## src/rtl/imem_loader_pkg.sv

```systemverilog
// Shared definitions for the boot-time instruction-memory loader.
package imem_loader_pkg;
  typedef enum logic [2:0] {
    IDLE   = 3'd0,
    HDR_HI = 3'd1,
    HDR_LO = 3'd2,
    DATA   = 3'd3,
    CHK    = 3'd4,
    DONE   = 3'd5,
    ERR    = 3'd6
  } state_t;

  localparam int HDR_BYTES      = 2;
  localparam int BYTES_PER_WORD = 4;
endpackage

```

## src/rtl/imem_loader_byte_packer.sv

```systemverilog
// Collects big-endian bytes into 32-bit words; word/word_valid are combinational
// so the word is available in the same cycle its last byte is accepted.
module byte_packer
  import imem_loader_pkg::*;
(
  input  logic        clk,
  input  logic        rst,
  input  logic        clr,
  input  logic        en,
  input  logic [7:0]  byte_in,
  output logic [31:0] word,
  output logic        word_valid
);
  logic [1:0]  cnt;
  logic [23:0] sr;

  assign word       = {sr, byte_in};
  assign word_valid = en && (cnt == 2'(BYTES_PER_WORD - 1));

  always_ff @(posedge clk or negedge rst) begin
    if (!rst) begin
      cnt <= '0;
      sr  <= '0;
    end else if (clr) begin
      cnt <= '0;
    end else if (en) begin
      sr  <= {sr[15:0], byte_in};
      cnt <= cnt + 2'd1;
    end
  end
endmodule

```

## src/rtl/imem_loader.sv

```systemverilog
// Frame loader: header (word count), payload words written to InstMem, XOR checksum;
// holds the core in reset until a verified image is in place.
module imem_loader
  import imem_loader_pkg::*;
#(
  parameter int ADDR_W = 16
) (
  input  logic              clk,
  input  logic              rst,
  input  logic              start,
  input  logic              in_valid,
  input  logic [7:0]        in_data,
  output logic              in_ready,
  output logic              im_wren,
  output logic [ADDR_W-1:0] im_address,
  output logic [31:0]       im_data,
  output logic              cpu_rst_n,
  output logic              busy,
  output logic              done,
  output logic              err
);
  localparam int N_W = 8 * HDR_BYTES;

  state_t          state, state_nxt;
  logic [N_W-1:0]  words_left;
  logic [N_W-1:0]  hdr_n;
  logic [7:0]      xor_acc;
  logic            accept, start_ok, pk_en, word_valid;
  logic [31:0]     word;

  assign busy      = (state == HDR_HI) || (state == HDR_LO) || (state == DATA) || (state == CHK);
  assign in_ready  = busy;
  assign done      = (state == DONE);
  assign err       = (state == ERR);
  assign cpu_rst_n = (state == DONE);
  assign accept    = in_valid && in_ready;
  assign start_ok  = start && ((state == IDLE) || (state == DONE) || (state == ERR));
  assign pk_en     = accept && (state == DATA);
  // Full word count as seen while the low header byte is on the bus.
  assign hdr_n     = {words_left[N_W-9:0], in_data};

  byte_packer u_packer (
    .clk        (clk),
    .rst        (rst),
    .clr        (start_ok),
    .en         (pk_en),
    .byte_in    (in_data),
    .word       (word),
    .word_valid (word_valid)
  );

  always_comb begin
    state_nxt = state;
    case (state)
      IDLE, DONE, ERR: if (start) state_nxt = HDR_HI;
      HDR_HI:          if (accept) state_nxt = HDR_LO;
      HDR_LO:          if (accept) state_nxt = (hdr_n == '0) ? CHK : DATA;
      DATA:            if (word_valid && words_left == N_W'(1)) state_nxt = CHK;
      CHK:             if (accept) state_nxt = (in_data == xor_acc) ? DONE : ERR;
      default:         state_nxt = IDLE;
    endcase
  end

  always_ff @(posedge clk or negedge rst) begin
    if (!rst) begin
      state      <= IDLE;
      words_left <= '0;
      xor_acc    <= '0;
      im_wren    <= 1'b0;
      im_address <= '0;
      im_data    <= '0;
    end else begin
      state   <= state_nxt;
      im_wren <= word_valid;
      if (word_valid) im_data <= word;
      // Address advances after the write strobe so it is stable during the write.
      if (start_ok)     im_address <= '0;
      else if (im_wren) im_address <= im_address + ADDR_W'(1);
      if (start_ok)   xor_acc <= '0;
      else if (pk_en) xor_acc <= xor_acc ^ in_data;
      if (accept && (state == HDR_HI || state == HDR_LO))
        words_left <= hdr_n;
      else if (word_valid)
        words_left <= words_left - N_W'(1);
    end
  end
endmodule

```

## config.mk

```make
export PLATFORM = sky130hd
export DESIGN_NAME = imem_loader
export DESIGN_NICKNAME = d
export VERILOG_FILES = /design/src/rtl/imem_loader_pkg.sv /design/src/rtl/imem_loader_byte_packer.sv /design/src/rtl/imem_loader.sv
export SDC_FILE = /design/constraint.sdc
export NUM_CORES = 1
export LEC_CHECK = 0
export ABC_CLOCK_PERIOD_IN_PS = 2930
export BUFFER_PORTS_ARGS = -buffer_cell sky130_fd_sc_hd__buf_2
export CAP_MARGIN = 20
export CORE_MARGIN = 5
export CORE_UTILIZATION = 30
export DETAILED_ROUTE_END_ITERATION = 8
export GPL_TIMING_DRIVEN = 0
export PLACE_DENSITY = 0.55
export REMOVE_ABC_BUFFERS = 1
export SKIP_LAST_GASP = 1
export SYNTH_ARGS = -nofsm -noshare
export SYNTH_HDL_FRONTEND = slang
export SYNTH_HIERARCHICAL = 1
export SYNTH_SLANG_ARGS = --single-unit
```

## constraint.sdc

```tcl
create_clock -name clk -period 2.93 [get_ports clk]
set_input_delay 0 -clock clk [delete_from_list [all_inputs] [get_ports clk]]
set_output_delay 0 -clock clk [all_outputs]
set_load 0.05 [all_outputs]
```

# Word-level counts from Yosys, hierarchy flattened
# Index checks and enable logic that the tools add are counted.
dict set report word_totals {
  in_bits 12
  out_inout_bits 54
  wordCells 62
  ff_bits 102
}
dict set report classes {
  add_sub_neg 3
  n_reduce_logical 19
  mux 16
  n_bitwise 2
  n_eq_ne 14
}
# op n
set op_table {}
lappend op_table {{16-bit two-way mux} 4}
lappend op_table {{3-bit two-way mux} 6}
lappend op_table {{16-bit by 1-bit adder with 16-bit output, second input constant} 1}
lappend op_table {{16-bit by 1-bit equality test with 1-bit output, second input constant} 1}
lappend op_table {{16-bit zero test} 1}
lappend op_table {{8-bit two-way mux} 2}
lappend op_table {{16-bit by 1-bit subtractor with 16-bit output, second input constant} 1}
lappend op_table {{3-bit case mux with 5 select lines} 1}
lappend op_table {{3-bit equality test, second input constant} 3}
lappend op_table {{8-bit equality test} 1}
lappend op_table {{2-bit != test, second input constant} 4}
lappend op_table {{8-bit XOR} 1}
lappend op_table {{3-bit by 2-bit equality test with 1-bit output, second input constant} 2}
lappend op_table {{1-bit logical AND} 6}
lappend op_table {{2-bit two-way mux} 3}
lappend op_table {{2-bit nonzero test} 3}
lappend op_table {{1-bit logical OR} 5}
lappend op_table {{5-bit AND reduction} 1}
lappend op_table {{3-bit by 1-bit equality test with 1-bit output, second input constant} 1}
lappend op_table {{3-bit zero test} 1}
lappend op_table {{3-bit OR reduction} 1}
lappend op_table {{2-bit by 1-bit adder with 2-bit output, second input constant} 1}
lappend op_table {{2-bit equality test, second input constant} 1}
lappend op_table {{2-bit by 1-bit != test with 1-bit output, second input constant} 1}
lappend op_table {{2 further kinds} 2}

# Logic depth before layout (Yosys ltp)
dict set report logic_depth {
  depth_word 10
  ltp_mapped 9
  ltp_nobuf 6
}

# Hierarchy
# Netlist, hierarchy kept.
# mod n_inst cells_per_inst area_per_inst_um2 seq_area_each_um2
set modules_own_cells {}
lappend modules_own_cells {imem_loader 1 352 3798.6 1901.8}
lappend modules_own_cells {byte_packer 1 68 1167.4 650.6}

# Least setup slack after synthesis
# OpenSTA, ideal clock, no wires.
dict set report synth_timing {
  path_type {register to register}
  start {register state[2]}
  end {register state[1]}
  period_less_slack_ps 2555
  path_buffers 2
  stages_incl_launch_ff 9
  required_ps 2791
  slack_ps 375
  setup_time_ps 139
  arrival_ps 2416
  path_cell_list {dfrtp_1 buf_2 and4b_1 clkbuf_1 and2_2 nor4b_1 nand4_1 and4b_1 or4_1}
}
dict set report synth_via {
  elab_chain_len 10
}
# item line_no
set synth_rtl {}
lappend synth_rtl {{start, declared} imem_loader.sv:24} ;# state_t state, state_nxt;
lappend synth_rtl {{start signal, assigned} imem_loader.sv:73} ;# state <= state_nxt;
lappend synth_rtl {{3-bit by 1-bit equality test with 1-bit output / 3-bit by 2-bit equality test with 1-bit output (equally long branches)} imem_loader.sv:31} ;# assign busy = (state == HDR_HI) || (state == HDR_LO) || (state == DATA) || (state == CHK);
lappend synth_rtl {{1-bit logical OR (3 in a row)} imem_loader.sv:31}
lappend synth_rtl {{1-bit logical AND} imem_loader.sv:36} ;# assign accept = in_valid && in_ready;
lappend synth_rtl {{1-bit logical AND (*)} imem_loader.sv:38} ;# assign pk_en = accept && (state == DATA);
lappend synth_rtl {{named net pk_en} imem_loader.sv:28} ;# logic accept, start_ok, pk_en, word_valid;
lappend synth_rtl {{1-bit logical AND (*)} imem_loader_byte_packer.sv:18} ;# assign word_valid = en && (cnt == 2'(BYTES_PER_WORD - 1));
lappend synth_rtl {{named net word_valid} imem_loader.sv:28}
lappend synth_rtl {{1-bit logical AND (*)} imem_loader.sv:58} ;# DATA: if (word_valid && words_left == N_W'(1)) state_nxt = CHK;
lappend synth_rtl {{2-bit by 1-bit != test with 1-bit output (no source line) (*)} -}
lappend synth_rtl {{5-bit AND reduction (no source line) (*)} -}
# The timed path passes the listed nets; every way through them passes the cells marked *.
# A chain may end at the register's enable or synchronous reset.

# Final worst setup path
dict set report layout_timing {
  start {register state[2]}
  end {register state[1]}
}
dict set report layout_via {
  elab_chain_len 10
}
# item line_no
set layout_rtl {}
lappend layout_rtl {{3-bit by 1-bit equality test with 1-bit output / 3-bit by 2-bit equality test with 1-bit output (equally long branches)} imem_loader.sv:31}
lappend layout_rtl {{1-bit logical OR (3 in a row)} imem_loader.sv:31}
lappend layout_rtl {{1-bit logical AND} imem_loader.sv:36}
lappend layout_rtl {{1-bit logical AND (*)} imem_loader.sv:38}
lappend layout_rtl {{1-bit logical AND (*)} imem_loader_byte_packer.sv:18}
lappend layout_rtl {{named net word_valid} imem_loader.sv:28}
lappend layout_rtl {{1-bit logical AND (*)} imem_loader.sv:58}
lappend layout_rtl {{2-bit by 1-bit != test with 1-bit output (no source line) (*)} -}
lappend layout_rtl {{5-bit AND reduction (no source line) (*)} -}
# Marked as above.

==> results.toml <==
[run_status]
status = "finished, final reports clean"

[synthesis]
yosys.area.top_type = "dfrtp_1"
async_reset_ff_frac = 1.00
yosysTopAreaCellShare = 0.514
ys_warn_count = 6
synth_edf_count = 0
ys_ff_latch = 102
synthCells = 420
synth_cell_types = 51
synth.most_common_cell = "dfrtp_1"
avgSynthCellArea_um2 = 11.8
synthTopCellsByArea = "dfrtp_1 (51%), mux2_2 (8.4%), mux2_4 (6.0%)"
ys.flop_type = "dfrtp_1"
yosysSeqAreaShare = 0.514
netlist_area_um2 = 4970
ys_top_cells_by_count = "dfrtp_1 (102), nor2_1 (47), mux2_2 (37)"

[grt]
antenna_found_initial = 0
grt.total_usage = 0.109
first_global_vias = 3435
grt_pass1_wl_mm = 17.4
grt-ovfl-total = 0
grt_max_degree = 53

[setup_path]
path_max_fanout = 21
reg2reg_slack_ns = 0.19
startpoint_type = "flip-flop"
crit_path_cell_trace = "and4b_4, and2_4, nor4b_2, nand4_1, and4b_1, or4_1"
cpMaxStageDelayCell = "dfrtp_1"
r2r_end = "state[1]$_DFFE_PN0P_"
critPathTopFamily = "simple AND/OR/NAND/NOR gates"
rr_worst_depth = 6
crit_arrival_ns = 2.95
r2r-start = "state[2]$_DFFE_PN0P_"
cpPeakStageDelay_ns = 0.58
crit_path_end_kind = "flip-flop"
path_class = "reg -> reg"
worstPathRequired_ns = 3.14
path_buf_inv = 0

[finish]
utilization = 0.353
register_area_um2 = 2550
fillers = 1620
drive_gt1_frac = 0.322
layout.nets = 494
fin_cells = 702
multi_input_area_um2 = 2200
area.growth.synth_to_final_pct = 16.8
antennaDiodeCount = 0

[route]
wl_mm = 10.2
via_count = 3291
viasPerCell = 4.69
wl_per_cell_um = 14.5
ant_nets = 0
drt-pass1-iter-count = 5
first_iter_violations = 146
drc = 0

[power_and_ir_drop]
p_leak_uw = 0.00271
p_per_area_nw_per_um2 = 1000
ir_drop_uv = 630

[sta]
fin_skew_ns = 0.00631
relSlewSlack = 0.347
period_share = 0.934
rsz0062_at_grt = "false"
period_minus_slack_ns = 2.74
slew_viol_final = 0
setup_viol = 0
worstMarginPinSlew_ns = 0.978
hold_violations = 0
max_freq_mhz = 366

[floorplanning]
row_count = 47
fp.dieH_um = 139
dieWidth_um = 139
dieArea_um2 = 19200
start_util = 0.303
num_io_pins = 66
coreArea_um2 = 16400

[min_path]
holdPathEnd = "words_left[5]$_DFFE_PN0P_"
holdPathStages = 3
min_from = "in_data[5]"
hold_path.class = "in -> reg"

[job]
maxCapViolations = 0

[place]
dp_cells = 676
gp_congestion = 0.814
dp_hpwl_mm = 6.86
place.port_buffers = 65

[clock_network]
path_clk_slew_ns = 0.07
clk_latency_ns = 0.34
htreeDepth = 3
ctsRootBufferMaster = "clkbuf_16"
cts_inserted_buffers = 9
clockBufferDepth = 2
cts_sinks = 102
cts_tree = "built"
[through the flow]
step	worst slack (ns)	hold slack [ns]	total power [µW]	setup TNS [ns]	instance area [µm²]
6_report	0.194	0.0328	5800	0	5800
5_1_grt	0.0547	0.0558	6170	0	5800
4_1_cts	0.0157	0.0173	5880	0	5790
3_5_place_dp	-0.821	0.0900	4660	-5.78	5400
3_3_place_gp	-0.796	0.343	4570	-21.53	5350
2_1_floorplan	-0.0631	-0.296	4070	-0.0631	4750
[power by group]
group          leakage [µW]  switching, µW  internal (µW)
combinational       0.00125           1350            883
clock              0.000148            531            632
sequential          0.00131            495           1910
total               0.00271           2370           3430
[cell type report]
type,instances,area share
Clock buffer,11,0.0436
Clock inverter,5,0.00669
Inverter,5,0.00324
Multi-Input combinational cell,283,0.380
Sequential cell,102,0.440
Tap cell,220,0.0475
Timing Repair Buffer,76,0.0790
[state kept, by name, indices dropped and copies added, names as in the netlist]
signal	flops
xor_acc	8
state	3
words_left	16
u_packer/cnt	2
u_packer/sr	24
im_wren	1
im_data	32
im_address	16
[logic make-up after synthesis]
group / count (synthesis) / share of synthesized area
DFF: 102 / 0.514
muxes: 60 / 0.150
AOI/OAI and AO/OA: 39 / 0.0456
adders and majority gates: 5 / 0.0126
xor gates and xnor gates: 42 / 0.0741
and+or+nand+nor: 136 / 0.156
buffers and inverters: 36 / 0.0469
[tightest hold or removal path, stage by stage]
cell and delay [ns]:
buf_2 0.17, nor2_1 0.12, a31oi_1 0.04
[how the worst max path moves through the flow]
stage                               startpoint                   end  slack, ns  depth (start not counted)
final                     state[2]$_DFFE_PN0P_  state[1]$_DFFE_PN0P_       0.19                          6
after global routing      state[2]$_DFFE_PN0P_  state[1]$_DFFE_PN0P_       0.05                          6
after CTS                 state[2]$_DFFE_PN0P_  state[1]$_DFFE_PN0P_       0.02                          6
after detailed placement  state[2]$_DFFE_PN0P_  state[1]$_DFFE_PN0P_      -0.82                          6
after global placement    state[2]$_DFFE_PN0P_  state[1]$_DFFE_PN0P_      -0.80                          6
after floorplan           state[2]$_DFFE_PN0P_  state[1]$_DFFE_PN0P_      -0.06                          6
[routing by layer]
metal  wire length [µm]  share of wire  vias up  track usage
met4                138          0.014        0       0.0340
met2               4960           0.49       46        0.182
met3                374          0.037        9       0.0297
met5                  0              0        -            0
met1               4720           0.46     1661        0.139
li1                   -              -     1575            -
[repair_timing]
action / in CTS / in global routing
hold buffers: 8 / 0
cloned: 1 / 0
hold endpoints to repair: 64 / 0
setup buffers: 0 / 1
resized for setup: 4 / 0
pin swaps: 1 / 0
setup endpoints to repair: 16 / 1
[layout by cell type (no fill, tap or decap), types with 2 or more instances in the layout]
cell type / netlist / final
and3b_1: 4 / 4
and4_1: 2 / 2
clkinv_2: 0 / 2
or4_1: 4 / 4
ha_1: 5 / 5
xor2_1: 30 / 30
o31ai_1: 3 / 3
inv_6: 0 / 2
mux2_4: 20 / 20
or3b_2: 2 / 2
nand4_1: 8 / 8
clkbuf_16: 0 / 9
mux2i_1: 3 / 3
nand3_1: 9 / 9
nor3_1: 8 / 8
nor4_4: 3 / 3
mux2_2: 37 / 37
nor2_1: 47 / 46
buf_4: 12 / 2
or3_1: 4 / 4
inv_1: 5 / 5
o21ai_0: 7 / 7
xnor2_1: 12 / 12
dlygate4sd3_1: 0 / 8
and3_1: 2 / 2
a31oi_1: 3 / 3
nand2_1: 20 / 20
clkbuf_8: 0 / 2
nor2b_1: 2 / 2
a21oi_1: 20 / 20
nor4_1: 4 / 4
buf_2: 4 / 64
dfrtp_1: 102 / 102
nor4b_1: 4 / 3
Power figures use the tool's default switching activity.
